<file path="config.mk">
export PLATFORM = sky130hd
export DESIGN_NAME = load_store_unit
export DESIGN_NICKNAME = d
export VERILOG_FILES = /design/src/rtl/lsu_pkg.sv /design/src/rtl/lsu_byte_lane.sv /design/src/rtl/load_store_unit.sv
export SDC_FILE = /design/constraint.sdc
export NUM_CORES = 1
export LEC_CHECK = 0
export CORE_AREA = 2 2 116 118
export CTS_BUF_LIST = sky130_fd_sc_hd__clkbuf_8 sky130_fd_sc_hd__clkbuf_16
export DETAILED_ROUTE_END_ITERATION = 8
export DIE_AREA = 0 0 118 120
export DONT_BUFFER_PORTS = 1
export GPL_TIMING_DRIVEN = 0
export PLACE_DENSITY = 0.83
export SYNTH_ARGS = -nofsm -noshare
export SYNTH_HDL_FRONTEND = slang
export SYNTH_HIERARCHICAL = 1
export SYNTH_SLANG_ARGS = --single-unit
</file>
<file path="constraint.sdc">
create_clock -name clk -period 1.9 [get_ports clk]
set_input_delay 0.19 -clock clk [delete_from_list [all_inputs] [get_ports clk]]
set_output_delay 0.19 -clock clk [all_outputs]
set_load 0.01 [all_outputs]
</file>
<file path="src/rtl/lsu_pkg.sv">
// Shared types and constants for the word load/store unit that drives a byte-wide data memory.
package lsu_pkg;

    typedef enum logic [1:0] {
        ST_IDLE,
        ST_ACCESS,
        ST_DRAIN,
        ST_RESP
    } lsu_state_t;

    localparam int LSU_BEATS = 4;
    localparam int LANE_W    = 8;
    localparam int BEAT_W    = $clog2(LSU_BEATS);

endpackage

</file>
<file path="src/rtl/lsu_byte_lane.sv">
// Byte lane steering: picks the store byte for a beat and merges a returned load byte into the word.
module lsu_byte_lane
    import lsu_pkg::*;
(
    input  logic [31:0]       word,
    input  logic [BEAT_W-1:0] wsel,
    output logic [LANE_W-1:0] wbyte,
    input  logic [31:0]       asm_word,
    input  logic [BEAT_W-1:0] rsel,
    input  logic              rd_en,
    input  logic [LANE_W-1:0] rd_byte,
    output logic [31:0]       asm_next
);

    always_comb begin
        wbyte    = word[wsel*LANE_W +: LANE_W];
        asm_next = asm_word;
        if (rd_en) begin
            asm_next[rsel*LANE_W +: LANE_W] = rd_byte;
        end
    end

endmodule

</file>
<file path="src/rtl/load_store_unit.sv">
// Word lw/sw engine over an 8-bit memory: four little-endian byte beats per access.
// Optional alignment rejection is enabled by defining LSU_ALIGN_CHECK_EN.
module load_store_unit
    import lsu_pkg::*;
(
    input  logic        clk,
    input  logic        rst_n,
    input  logic        req_valid,
    output logic        req_ready,
    input  logic        req_write,
    input  logic [31:0] req_addr,
    input  logic [31:0] req_wdata,
    output logic        rsp_valid,
    output logic [31:0] rsp_rdata,
    output logic        rsp_err,
    output logic [31:0] mem_addr,
    output logic        mem_re,
    output logic        mem_we,
    output logic [7:0]  mem_wdata,
    input  logic [7:0]  mem_rdata
);

    localparam logic [BEAT_W-1:0] LAST_BEAT = BEAT_W'(LSU_BEATS - 1);

    lsu_state_t        state;
    logic [BEAT_W-1:0] beat;
    logic [BEAT_W-1:0] next_beat;
    logic              cap_write;
    logic [31:0]       cap_word;
    logic [31:0]       asm_word;
    logic [31:0]       asm_next;
    logic              rd_en_q;
    logic [BEAT_W-1:0] rd_sel_q;
    logic [LANE_W-1:0] wbyte_next;
    logic              misaligned;

    assign next_beat = beat + BEAT_W'(1);

`ifdef LSU_ALIGN_CHECK_EN
    assign misaligned = (req_addr[1:0] != 2'b00);
`else
    assign misaligned = 1'b0;
`endif

    lsu_byte_lane u_lane (
        .word     (cap_word),
        .wsel     (next_beat),
        .wbyte    (wbyte_next),
        .asm_word (asm_word),
        .rsel     (rd_sel_q),
        .rd_en    (rd_en_q),
        .rd_byte  (mem_rdata),
        .asm_next (asm_next)
    );

    // Memory read data lags the strobe by one cycle, so the lane index and
    // enable are delayed copies of the beat counter and read strobe.
    always_ff @(posedge clk or negedge rst_n) begin
        if (!rst_n) begin
            state     <= ST_IDLE;
            beat      <= '0;
            cap_write <= 1'b0;
            cap_word  <= '0;
            asm_word  <= '0;
            rd_en_q   <= 1'b0;
            rd_sel_q  <= '0;
            req_ready <= 1'b1;
            rsp_valid <= 1'b0;
            rsp_rdata <= '0;
            rsp_err   <= 1'b0;
            mem_addr  <= '0;
            mem_re    <= 1'b0;
            mem_we    <= 1'b0;
            mem_wdata <= '0;
        end else begin
            rd_en_q  <= mem_re;
            rd_sel_q <= beat;
            asm_word <= asm_next;
            case (state)
                ST_IDLE: begin
                    if (req_valid) begin
                        cap_write <= req_write;
                        cap_word  <= req_wdata;
                        beat      <= '0;
                        asm_word  <= '0;
                        req_ready <= 1'b0;
                        if (misaligned) begin
                            state     <= ST_RESP;
                            rsp_valid <= 1'b1;
                            rsp_err   <= 1'b1;
                            rsp_rdata <= '0;
                        end else begin
                            state     <= ST_ACCESS;
                            mem_addr  <= req_addr;
                            mem_we    <= req_write;
                            mem_re    <= ~req_write;
                            mem_wdata <= req_write ? req_wdata[LANE_W-1:0] : '0;
                        end
                    end
                end
                ST_ACCESS: begin
                    if (beat == LAST_BEAT) begin
                        state     <= ST_DRAIN;
                        mem_addr  <= '0;
                        mem_re    <= 1'b0;
                        mem_we    <= 1'b0;
                        mem_wdata <= '0;
                    end else begin
                        beat      <= next_beat;
                        mem_addr  <= mem_addr + 32'd1;
                        mem_wdata <= cap_write ? wbyte_next : '0;
                    end
                end
                ST_DRAIN: begin
                    state     <= ST_RESP;
                    beat      <= '0;
                    rsp_valid <= 1'b1;
                    rsp_err   <= 1'b0;
                    rsp_rdata <= cap_write ? 32'd0 : asm_next;
                end
                ST_RESP: begin
                    state     <= ST_IDLE;
                    req_ready <= 1'b1;
                    rsp_valid <= 1'b0;
                    rsp_err   <= 1'b0;
                    rsp_rdata <= '0;
                end
                default: begin
                    state <= ST_IDLE;
                end
            endcase
        end
    end

endmodule

</file>
==> impl_metrics.env <==
export IMPL_outcome="finished with violations"
export IMPL_violations="negative hold slack, negative setup slack"
export IMPL_ys_warn_count=6
export IMPL_fmax_mhz=522.9
export IMPL_grt_max_degree=149
export IMPL_r2r_end="mem_addr[24]$_DFFE_PN0P_"
export IMPL_vias=6179
export IMPL_r2r_cells=6
export IMPL_rsz0062_at_grt="yes"
export IMPL_critPathLaunchType="flop"
export IMPL_intPower_mw=9.003
export IMPL_drt_met1_wl_um=7890
export IMPL_p_total_mw=15.09
export IMPL_utilization=0.7002
export IMPL_grt_pass1_vias=6279
export IMPL_switching_share=0.4032
export IMPL_setup_viol=1
export IMPL_routed_wl_met2_um=10950
export IMPL_clk_latency_ns=0.42
export IMPL_p_comb_frac=0.398
export IMPL_cts_reportedPaths_clkPinSlew_ns=0.06
export IMPL_relSlewSlack=0.5772
export IMPL_vdd_drop_max_uv=948.5
export IMPL_netlist_area_um2=7276
export IMPL_areaGrowthSynthToFinish_pct=24.92
export IMPL_cap_violations=0
export IMPL_antenna_found_initial=0
export IMPL_critPathKind="reg2reg"
export IMPL_gp_congestion=0.9016
export IMPL_syn_inst=657
export IMPL_ff2ff_setup_slack_ns=-0.01
export IMPL_hold_buffers=56
export IMPL_cts_made_buffers=17
export IMPL_r2r_start="mem_addr[0]$_DFFE_PN0P_"
export IMPL_cts_sinks=148
export IMPL_tritoncts="yes"
export IMPL_drt_first_pass_iters=5
export IMPL_worstHoldPathType="in2async"
export IMPL_numPortBuffers=0
export IMPL_drcViolationCount=0
export IMPL_dr_wl_met3_um=2005
export IMPL_cp_end_kind="flop"
export IMPL_grt_usage=0.3066
export IMPL_drive_above_1_share=0.2533
export IMPL_holdWs_ns=-0.5393
export IMPL_p_switching_mw=6.083
export IMPL_ys_seq_elements=148
export IMPL_crit_fanout=7
export IMPL_finalClockSkew_ns=0.008364
export IMPL_final_cell_mix="dfrtp_1 (130), dlygate4sd3_1 (56), and2_1 (40)"
export IMPL_ys_flop_type="dfrtp_1"
export IMPL_fillCellCount=937
export IMPL_fp_row_count=42
export IMPL_diodes=0
export IMPL_synth_nets=744
export IMPL_hold_viol=149
export IMPL_dp_hpwl_um=13710
export IMPL_post_dp_cell_area_um2=7496
export IMPL_seqPwrFrac=0.369
export IMPL_die_area_um2=14160
export IMPL_grt_pass1_wl_um=33740
export IMPL_core_area_um2=12980
export IMPL_ys_types=59
export IMPL_tightest_slew_ns=0.6342
export IMPL_ys_seq_area_frac=0.5092
export IMPL_arrival_ns=2.21
export IMPL_power_density_nw_per_um2=1660
export IMPL_drt_total_wl_um=21620
export IMPL_top_layer_used="met4"
export IMPL_clkPwrFrac=0.233
export IMPL_initial_core_util=0.5605
export IMPL_synth_enable_flop_cells=0
export IMPL_final_common_cell="dfrtp_1"
export IMPL_ctsLongestPathBuffers=2
export IMPL_cp_required_ns=2.20
export IMPL_synthArstFlopShare=1.000
export IMPL_ios=153
export IMPL_die_h_um=120
export IMPL_cts_max_level=4
export IMPL_clockRootBuffer="clkbuf_16"
export IMPL_period_share=1.006
export IMPL_layout_nets=833
export IMPL_fin_ws_ns=-0.01230
export IMPL_syn_avg_cell_area_um2=11.07
export IMPL_ant_nets=0
export IMPL_die_x_um=118
export IMPL_grt_overflow_total=0
export IMPL_fin_crit_ns=1.912
export IMPL_routed_via_density=6.616
export IMPL_drtIter0Drc=727
export IMPL_design_area_um2=9089
export IMPL_maxSlewViolCount=0
export IMPL_power_leakage_nw=3.869
export IMPL_drt_wirelength_per_cell_um=23.15
==> routing by layer <==
layer  track usage  vias to the layer above
met5             0                        -
met4        0.1348                        0
met3       0.09125                       87
met2        0.5276                      385
met1        0.3562                     3074
li1              -                     2633
==> worst max-delay path by stage <==
stage                                 start                  endpoint  slack [ns]  depth (start not counted)
floorplan              state[0]$_DFFE_PN0P_  mem_addr[18]$_DFFE_PN0P_       0.009                          8
global placement       state[1]$_DFFE_PN0P_  mem_addr[20]$_DFFE_PN0P_       -0.67                          9
detailed placement     state[0]$_DFFE_PN0P_   mem_addr[4]$_DFFE_PN0P_       -0.74                          8
CTS                    state[1]$_DFFE_PN0P_   mem_addr[6]$_DFFE_PN0P_       -0.02                          9
global route           state[0]$_DFFE_PN0P_  mem_addr[22]$_DFFE_PN0P_        -0.1                          8
finish              mem_addr[0]$_DFFE_PN0P_  mem_addr[24]$_DFFE_PN0P_       -0.01                          6
==> registers in the layout, summed over array words and instances (netlist names), 2 cells and up <==
name	flops
asm_word	32
beat	2
cap_word	32
mem_addr	32
mem_wdata	8
rd_sel_q	2
rsp_rdata	32
state	2
==> power groups by stage <==
stage / registers [mW] / clock network (mW) / logic (mW)
5_1_grt: 5.67 / 3.68 / 6.47
6_report: 5.56 / 3.52 / 6.00
3_3_place_gp: 5.37 / 0 / 4.79
3_5_place_dp: 5.45 / 0 / 5.02
2_1_floorplan: 5.08 / 0 / 3.83
4_1_cts: 5.45 / 3.55 / 5.48
==> synth_stat cells, types with 15 or more instances <==
library cell  number  area share
mux2_2            34       0.053
inv_1             15      0.0077
o21ai_0           44       0.030
clkbuf_1          29       0.015
nand2_1           29       0.015
a22o_1            32       0.039
nand3_1           25       0.017
dfrtp_1          147        0.51
nor2_1            40       0.021
o2bb2ai_2         15       0.031
a21oi_1           28       0.019
and2_1            40       0.034
==> area by class of cell <==
type / instances / area, um^2 / area share
plain buffers: 45 / 300.3 / 0.03304
well taps: 176 / 220.2 / 0.02423
flip-flops and latches: 148 / 3726 / 0.4100
multi-input cells: 446 / 3483 / 0.3833
repair buffers: 72 / 684.4 / 0.07530
inverters: 16 / 62.56 / 0.006883
clock inverters: 14 / 186.4 / 0.02051
clock buffers: 17 / 425.4 / 0.04681
==> metrics by stage <==
step / instances / setup WS (ns) / setup TNS (ns) / hold slack [ns]
3_5_place_dp: 833 / -0.7415 / -33.22 / -0.1027
6_report: 934 / -0.01230 / -0.01230 / -0.5393
3_3_place_gp: 833 / -0.6701 / -27.48 / -0.1027
5_1_grt: 934 / -0.09665 / -0.4849 / -0.5584
2_1_floorplan: 657 / 0.009474 / 0 / -0.1056
4_1_cts: 932 / -0.02220 / -0.03778 / -0.5517
==> timing repair <==
item                                    CTS  global route
endpoints found under the hold margin   212           148
pin swaps                                 4            14
endpoints found under the setup margin  129            91
buffers inserted                         12             4
resized for setup                        60            68
cloned                                    1             0
==> critical path, stage by stage (launching register included) <==
cell	delay (ns)
dfrtp_2	0.49
ha_4	0.19
nand4_4	0.15
nor3_2	0.49
and3_1	0.27
o21ai_0	0.08
o2bb2ai_1	0.13
==> logic make-up after synthesis <==
| logic type | count (synthesis) | synth area share |
|---|---|---|
| simple gates | 206 | 0.1594 |
| mux | 43 | 0.07876 |
| flops | 148 | 0.5092 |
| xor+xnor | 1 | 0.001204 |
| compound gates | 184 | 0.1960 |
| fa+ha+maj | 11 | 0.01892 |
| buf+inv | 63 | 0.03594 |
| other cells | 1 | 0.0005154 |
No activity file was read; power rests on OpenSTA's default activity.
